<file path="src/rtl/xrv_slot_alloc.sv">
// Slot/tag allocator: offers the lowest-index free slot, accepts releases by index,
// and keeps a registered busy mask, free count and illegal-release pulse.
module xrv_slot_alloc #(
  parameter  int NUM_SLOTS_P = 16,
  localparam int IDX_W       = $clog2(NUM_SLOTS_P),
  localparam int CNT_W       = $clog2(NUM_SLOTS_P + 1)
) (
  input  logic                   clk_i,
  input  logic                   rst_ni,
  input  logic                   flush_i,
  output logic                   alloc_valid_o,
  input  logic                   alloc_ready_i,
  output logic [IDX_W-1:0]       alloc_idx_o,
  input  logic                   rel_valid_i,
  input  logic [IDX_W-1:0]       rel_idx_i,
  output logic                   rel_ready_o,
  output logic [NUM_SLOTS_P-1:0] busy_mask_o,
  output logic [CNT_W-1:0]       free_cnt_o,
  output logic                   empty_o,
  output logic                   err_rel_o
);

  logic [NUM_SLOTS_P-1:0] busy_q, busy_d;
  logic [CNT_W-1:0]       free_cnt_q, free_cnt_d;
  logic                   err_q, err_d;

  logic [IDX_W-1:0]       lowest_free;
  logic                   any_free;
  logic                   alloc_fire;
  logic [NUM_SLOTS_P-1:0] alloc_set;
  logic [NUM_SLOTS_P-1:0] rel_onehot;
  logic                   rel_legal;

  // Scan from the top so the last hit is the lowest free index.
  always_comb begin
    lowest_free = '0;
    any_free    = 1'b0;
    for (int i = NUM_SLOTS_P - 1; i >= 0; i--) begin
      if (!busy_q[i]) begin
        lowest_free = IDX_W'(i);
        any_free    = 1'b1;
      end
    end
  end

  assign alloc_valid_o = any_free & ~flush_i & rst_ni;
  assign alloc_idx_o   = lowest_free;
  assign alloc_fire    = alloc_valid_o & alloc_ready_i;
  assign alloc_set     = NUM_SLOTS_P'(alloc_fire) << lowest_free;

  // An out-of-range index shifts the bit off the top, so it decodes to no slot.
  assign rel_onehot = NUM_SLOTS_P'(1) << rel_idx_i;
  assign rel_legal  = rel_valid_i & (|(rel_onehot & busy_q));

  always_comb begin
    busy_d     = busy_q;
    free_cnt_d = free_cnt_q;
    err_d      = 1'b0;
    if (flush_i) begin
      busy_d     = '0;
      free_cnt_d = CNT_W'(NUM_SLOTS_P);
    end else begin
      busy_d     = (busy_q | alloc_set) & ~(rel_legal ? rel_onehot : '0);
      free_cnt_d = free_cnt_q - CNT_W'(alloc_fire) + CNT_W'(rel_legal);
      err_d      = rel_valid_i & ~rel_legal;
    end
  end

  always_ff @(posedge clk_i) begin
    if (!rst_ni) begin
      busy_q     <= '0;
      free_cnt_q <= CNT_W'(NUM_SLOTS_P);
      err_q      <= 1'b0;
    end else begin
      busy_q     <= busy_d;
      free_cnt_q <= free_cnt_d;
      err_q      <= err_d;
    end
  end

  assign rel_ready_o = rst_ni;
  assign busy_mask_o = busy_q;
  assign free_cnt_o  = free_cnt_q;
  assign empty_o     = (free_cnt_q == CNT_W'(NUM_SLOTS_P));
  assign err_rel_o   = err_q;

  a_cnt_matches_mask: assert property (@(posedge clk_i) disable iff (!rst_ni)
    free_cnt_q == CNT_W'($countones(~busy_q)));

endmodule

</file>
<file path="config.mk">
export PLATFORM = sky130hd
export DESIGN_NAME = xrv_slot_alloc
export DESIGN_NICKNAME = d
export VERILOG_FILES = /design/src/rtl/xrv_slot_alloc.sv
export SDC_FILE = /design/constraint.sdc
export NUM_CORES = 1
export LEC_CHECK = 0
export CAP_MARGIN = 5
export CORE_MARGIN = 5
export CORE_UTILIZATION = 49
export DETAILED_ROUTE_END_ITERATION = 7
export PLACE_DENSITY_LB_ADDON = 0.05
export SYNTH_ARGS = -nofsm -noshare
export SYNTH_HDL_FRONTEND = slang
export SYNTH_SLANG_ARGS = --single-unit
</file>
<file path="constraint.sdc">
create_clock -name clk_i -period 4.3 [get_ports clk_i]
set_input_delay 0.86 -clock clk_i [delete_from_list [all_inputs] [get_ports clk_i]]
set_output_delay 0.86 -clock clk_i [all_outputs]
set_load 0.005 [all_outputs]
</file>
* After elaboration in Yosys (flattened, before gate mapping)
Cells that the tools add are included.
** Cells by class
- Reductions and logical operators :: 2
- Add/subtract/negate cells :: 2
- Muxes and demuxes :: 33
- Equality and inequality tests :: 1
- Bitwise logic cells :: 12
- Shift-type cells :: 2
** Operators by type and width (count)
- two-way mux 4 bit :: 16
- AND 16 bit :: 2
- two-way mux 1 bit :: 16
- two-way mux 16 bit :: 1
- inverter 16 bit :: 1
- bitwise OR 16 bit :: 1
- OR reduction 16 bit :: 1
- << shifter 1 x 4 -> 16 bit :: 1
- << shifter 1 x 4 -> 16 bit (first input constant) :: 1
- adder 5 x 1 -> 5 bit :: 1
- AND 1 bit :: 5
- == test 5 bit (second input constant) :: 1
- subtractor 5 x 1 -> 5 bit :: 1
- inverter 1 bit :: 3
- OR reduction 2 bit :: 1
** Storage, ports and cells
- Input bits :: 9
- Word-level logic and storage cells :: 55
- Bits in registers :: 22

* Depth between registers and ports, before layout
- Depth after elaboration :: 22
- Gate-level depth with buffers :: 17
- Gate-level depth less buffers :: 15

* Worst setup path before layout
No wires, ideal clock.
- Path kind :: in2reg
- Start point :: input port rel_idx_i[3]
- End point :: register free_cnt_q[4], in the netlist free_cnt_o[4]
- Cell stages on the path :: 16
- Required time :: 4174 ps
- Setup time :: 126 ps
- Setup slack :: 769 ps
- Arrival :: 3405 ps
- Cell sequence :: buf_2 > mux2_2 > a32o_1 > nor4_4 > nand2_1 > nand2_1 > ha_1 > inv_1 > ha_1 > inv_1 > fa_1 > inv_1 > a21oi_1 > o21bai_1 > xnor2_1 > nand2_1
** Between the ends
- Longest elaborated chain between the ends :: 5
** Ends and longest elaborated chain
- from (decl) :: line 15 : input logic [IDX_W-1:0] rel_idx_i,
- << shifter 1 x 4 -> 16 bit :: line 52 : assign rel_onehot = NUM_SLOTS_P'(1) << rel_idx_i;
- AND 16 bit :: line 53 : assign rel_legal = rel_valid_i & (|(rel_onehot & busy_q));
- OR reduction 16 bit :: line 53
- AND 1 bit :: line 53
- adder 5 x 1 -> 5 bit :: line 64 : free_cnt_d = free_cnt_q - CNT_W'(alloc_fire) + CNT_W'(rel_legal);
- to (signal assigned) :: line 72 : free_cnt_q <= CNT_W'(NUM_SLOTS_P);
- to (signal assigned) :: line 76 : free_cnt_q <= free_cnt_d;
- to (decl) :: line 24 : logic [CNT_W-1:0] free_cnt_q, free_cnt_d;
Every way passes these cells.
A chain may end at the register's enable or synchronous reset.

* Worst setup path after layout
- Start point :: input port rel_idx_i[2]
- End point :: register free_cnt_q[4], in the netlist free_cnt_o[4]
The elaborated chain is that of the path after synthesis.

==> impl_results.md <==
- Post-synth top flop: dfxtp_1
- Max-cap violations: 0
- Area contributors post-synth: dfxtp_1, a21oi_1, ha_1
- Post-synthesis register bit count: 22
- DIE AREA: 0.00445 mm^2
- # Post-CTS Setup Buffers: 0
- Wirelength per Cell: 15.9 um
- ANT nets after route: 0
- Worst-skew pair later-pin latency: 0.31 ns
- Antenna violations before repair: 0
- Syn Std Cell Area: 0.00157 mm^2
- Post-CTS Resized: 0
- Chip height: 66.7 um
- Final hold vios: 0
- Clock skew: 0.0140 ns
- Detailed placement HPWL: 3430 um
- Worst setup SP type: input port
- Sequential share of the synthesized area: 28.0%
- Synth cell types: 49
- Largest net degree at the start of global routing: 16
- Req. time, crit path: 4.49 ns
- CP Data Arrival Time: 4.00 ns
- Fin nets: 252
- Reg area: 440 um^2
- Syn_area_per_cell: 7.91 um^2
- Post-synth ARST share: 0%
- Fin crit period: 3.81 ns
- CTS tree: built
- PwrDens: 216 mW/mm^2
- Static Leak: 0.710 nW
- Antenna diodes: 0
- First-pass GRT wire length: 7190 um
- CTS root buf: clkbuf_4
- Global route overflow: 0
- Layout cells sized above 1: 10.2%
- Area share of the largest cell type after synthesis: 28.0%
- Fill cells: 265
- Max Root-Sink Buffers: 2
- Via-to-Cell Ratio: 5.97
- Area after DPL: 0.00199 mm^2
- Num CTS Buffers: 3
- Iter 0 DRT Violations: 123
- GRT met3 Usage: 3.71%
- GPL Wtd Cong: 0.873
- Area growth syn-to-layout: 29.8%
- Least-Margin Pin Slew: 0.642 ns
- Met1 Resource Use GR: 28.3%
- Relative slew slack: 57.1%
- RSZ-0062 raised after global routing: no
- Tot Pwr: 0.000442 W
- Post-synth EDFFs: 0
- Fin. max-slew vios: 0
- H-tree levels: 1
- Grt met2 use: 33.8%
- Worst setup EP type: flop
- Count leader, synth: dfxtp_1
- Detailed-router iteration count before antenna repair: 4
- TNS Setup: 0 ns
- Vias in the first global route: 1,521
- Core box area: 0.00308 mm^2
- Final WL: 4440 um
- CP Class: input port to flop
- Multi-input gate area: 0.00102 mm^2
- Worst hold path class: flop to flop
- Routed via count: 1,665
- Post-route DRC: 0
- FMAX: 262 MHz
- Worst Path Max Fanout: 11
- Period utilization: 88.6%
- Peak supply drop: 0.186 mV
- Ys Warns: 0
- Global route hottest layer: met2
- Final setup viols: 0
- Clk slew on worst S/H paths: 0.13 ns
- Syn Nets: 215
- Num ports: 38
- Yosys top cell by area: dfxtp_1
- Port bufs: 37
- Final Cell Area: 0.00204 mm^2
- Clock Sinks: 22
- Cells after Synth: 199
- Hold buffer count at cts: 0
- Status: complete, no violations
- Initial core utilization: 51.1%
- Die width: 66.7 um
- # rows: 20
- GRT Util Overall: 21.0%
- Commonest cells post-synth: dfxtp_1, nand2_1, a21oi_1, inv_1, nor2_1
==> registers in the layout (all words and copies together), names as in the netlist <==
signal / count
err_rel_o: 1
busy_mask_o: 16
free_cnt_o: 5
==> worst max-delay path: stages <==
cell and delay (ns):
clkdlybuf4s50_1 0.61, or4b_4 0.60, a21boi_2 0.20, nor4_4 0.07, nand2_1 0.16, nand2_1 0.08, ha_1 0.27, inv_1 0.05
ha_1 0.15, inv_1 0.05, fa_1 0.36, inv_1 0.09, a21oi_1 0.07, o21bai_1 0.16, xnor2_1 0.13, nand2_1 0.07
==> worst paths after layout <==
| path | from | to | slack, ns | cells past startpoint |
|---|---|---|---|---|
| max reg2reg | busy_mask_o[0] | free_cnt_o[4] | 1.30 | 15 |
| max | rel_idx_i[2] | free_cnt_o[4] | 0.49 | 16 |
| min reg2reg | busy_mask_o[13] | busy_mask_o[13] | 0.56 | 2 |
| min | busy_mask_o[13] | busy_mask_o[13] | 0.56 | 2 |
==> layout by cell type, fill, tap and decap left out, types with 4 or more instances in the layout <==
cell              n
clkdlybuf4s50_1  37
dfxtp_1          22
nand2_1          17
a21oi_1          16
inv_1            15
nor2_1           14
a31oi_1           9
nor3_1            8
buf_4             7
nor2b_1           6
nand3b_1          6
nand3_1           6
ha_1              6
a211oi_1          5
nand4_1           4
o21ai_0           4
nand2b_1          4
==> layer usage <==
layer | part of all wire, % | vias up
li1 | - | 793
met1 | 44 | 783
met2 | 48 | 83
met3 | 7.3 | 6
met4 | 0.90 | 0
met5 | 0 | -
==> metrics by stage <==
step                      utilization [%]  hold slack [ns]  setup slack (ns)  cells
final                                66.4            0.559             0.490    279
after global routing                 66.4            0.591             0.318    279
after CTS                            66.4            0.563             0.514    279
after detailed placement             64.7            0.543             0.167    275
after global placement               64.7            0.536             0.287    275
after floorplan                         -            0.492             0.769    199
==> cells by family (layout without fill, tap and decap cells) <==
| kind of cell | after synthesis | count (layout) | share of synthesized area, % |
|---|---|---|---|
| multiplexers | 5 | 5 | 3.42 |
| adder cells (fa/ha/maj) | 7 | 7 | 6.04 |
| buffers and inverters | 27 | 63 | 7.47 |
| AND/OR/NAND/NOR | 82 | 82 | 30.0 |
| flip-flops | 22 | 22 | 28.0 |
| XOR/XNOR | 3 | 3 | 1.67 |
| AO/OA/AOI/OAI | 53 | 53 | 23.5 |
==> cell type report <==
cell class / count / area share [%]
multi-input combinational: 150 / 49.7
inverter: 15 / 2.76
clock inverter: 1 / 1.47
tap: 44 / 2.69
sequential: 22 / 21.6
clock buffer: 3 / 1.10
timing repair buffer: 44 / 20.7
==> where the power goes <==
part	leakage, nW	internal (W)	switching, W
sequential	0.178	0.000207	0.00000393
combinational	0.505	0.0000377	0.0000343
clock	0.0279	0.0000942	0.0000644
Note: power is estimated with default switching activity, not from simulation.
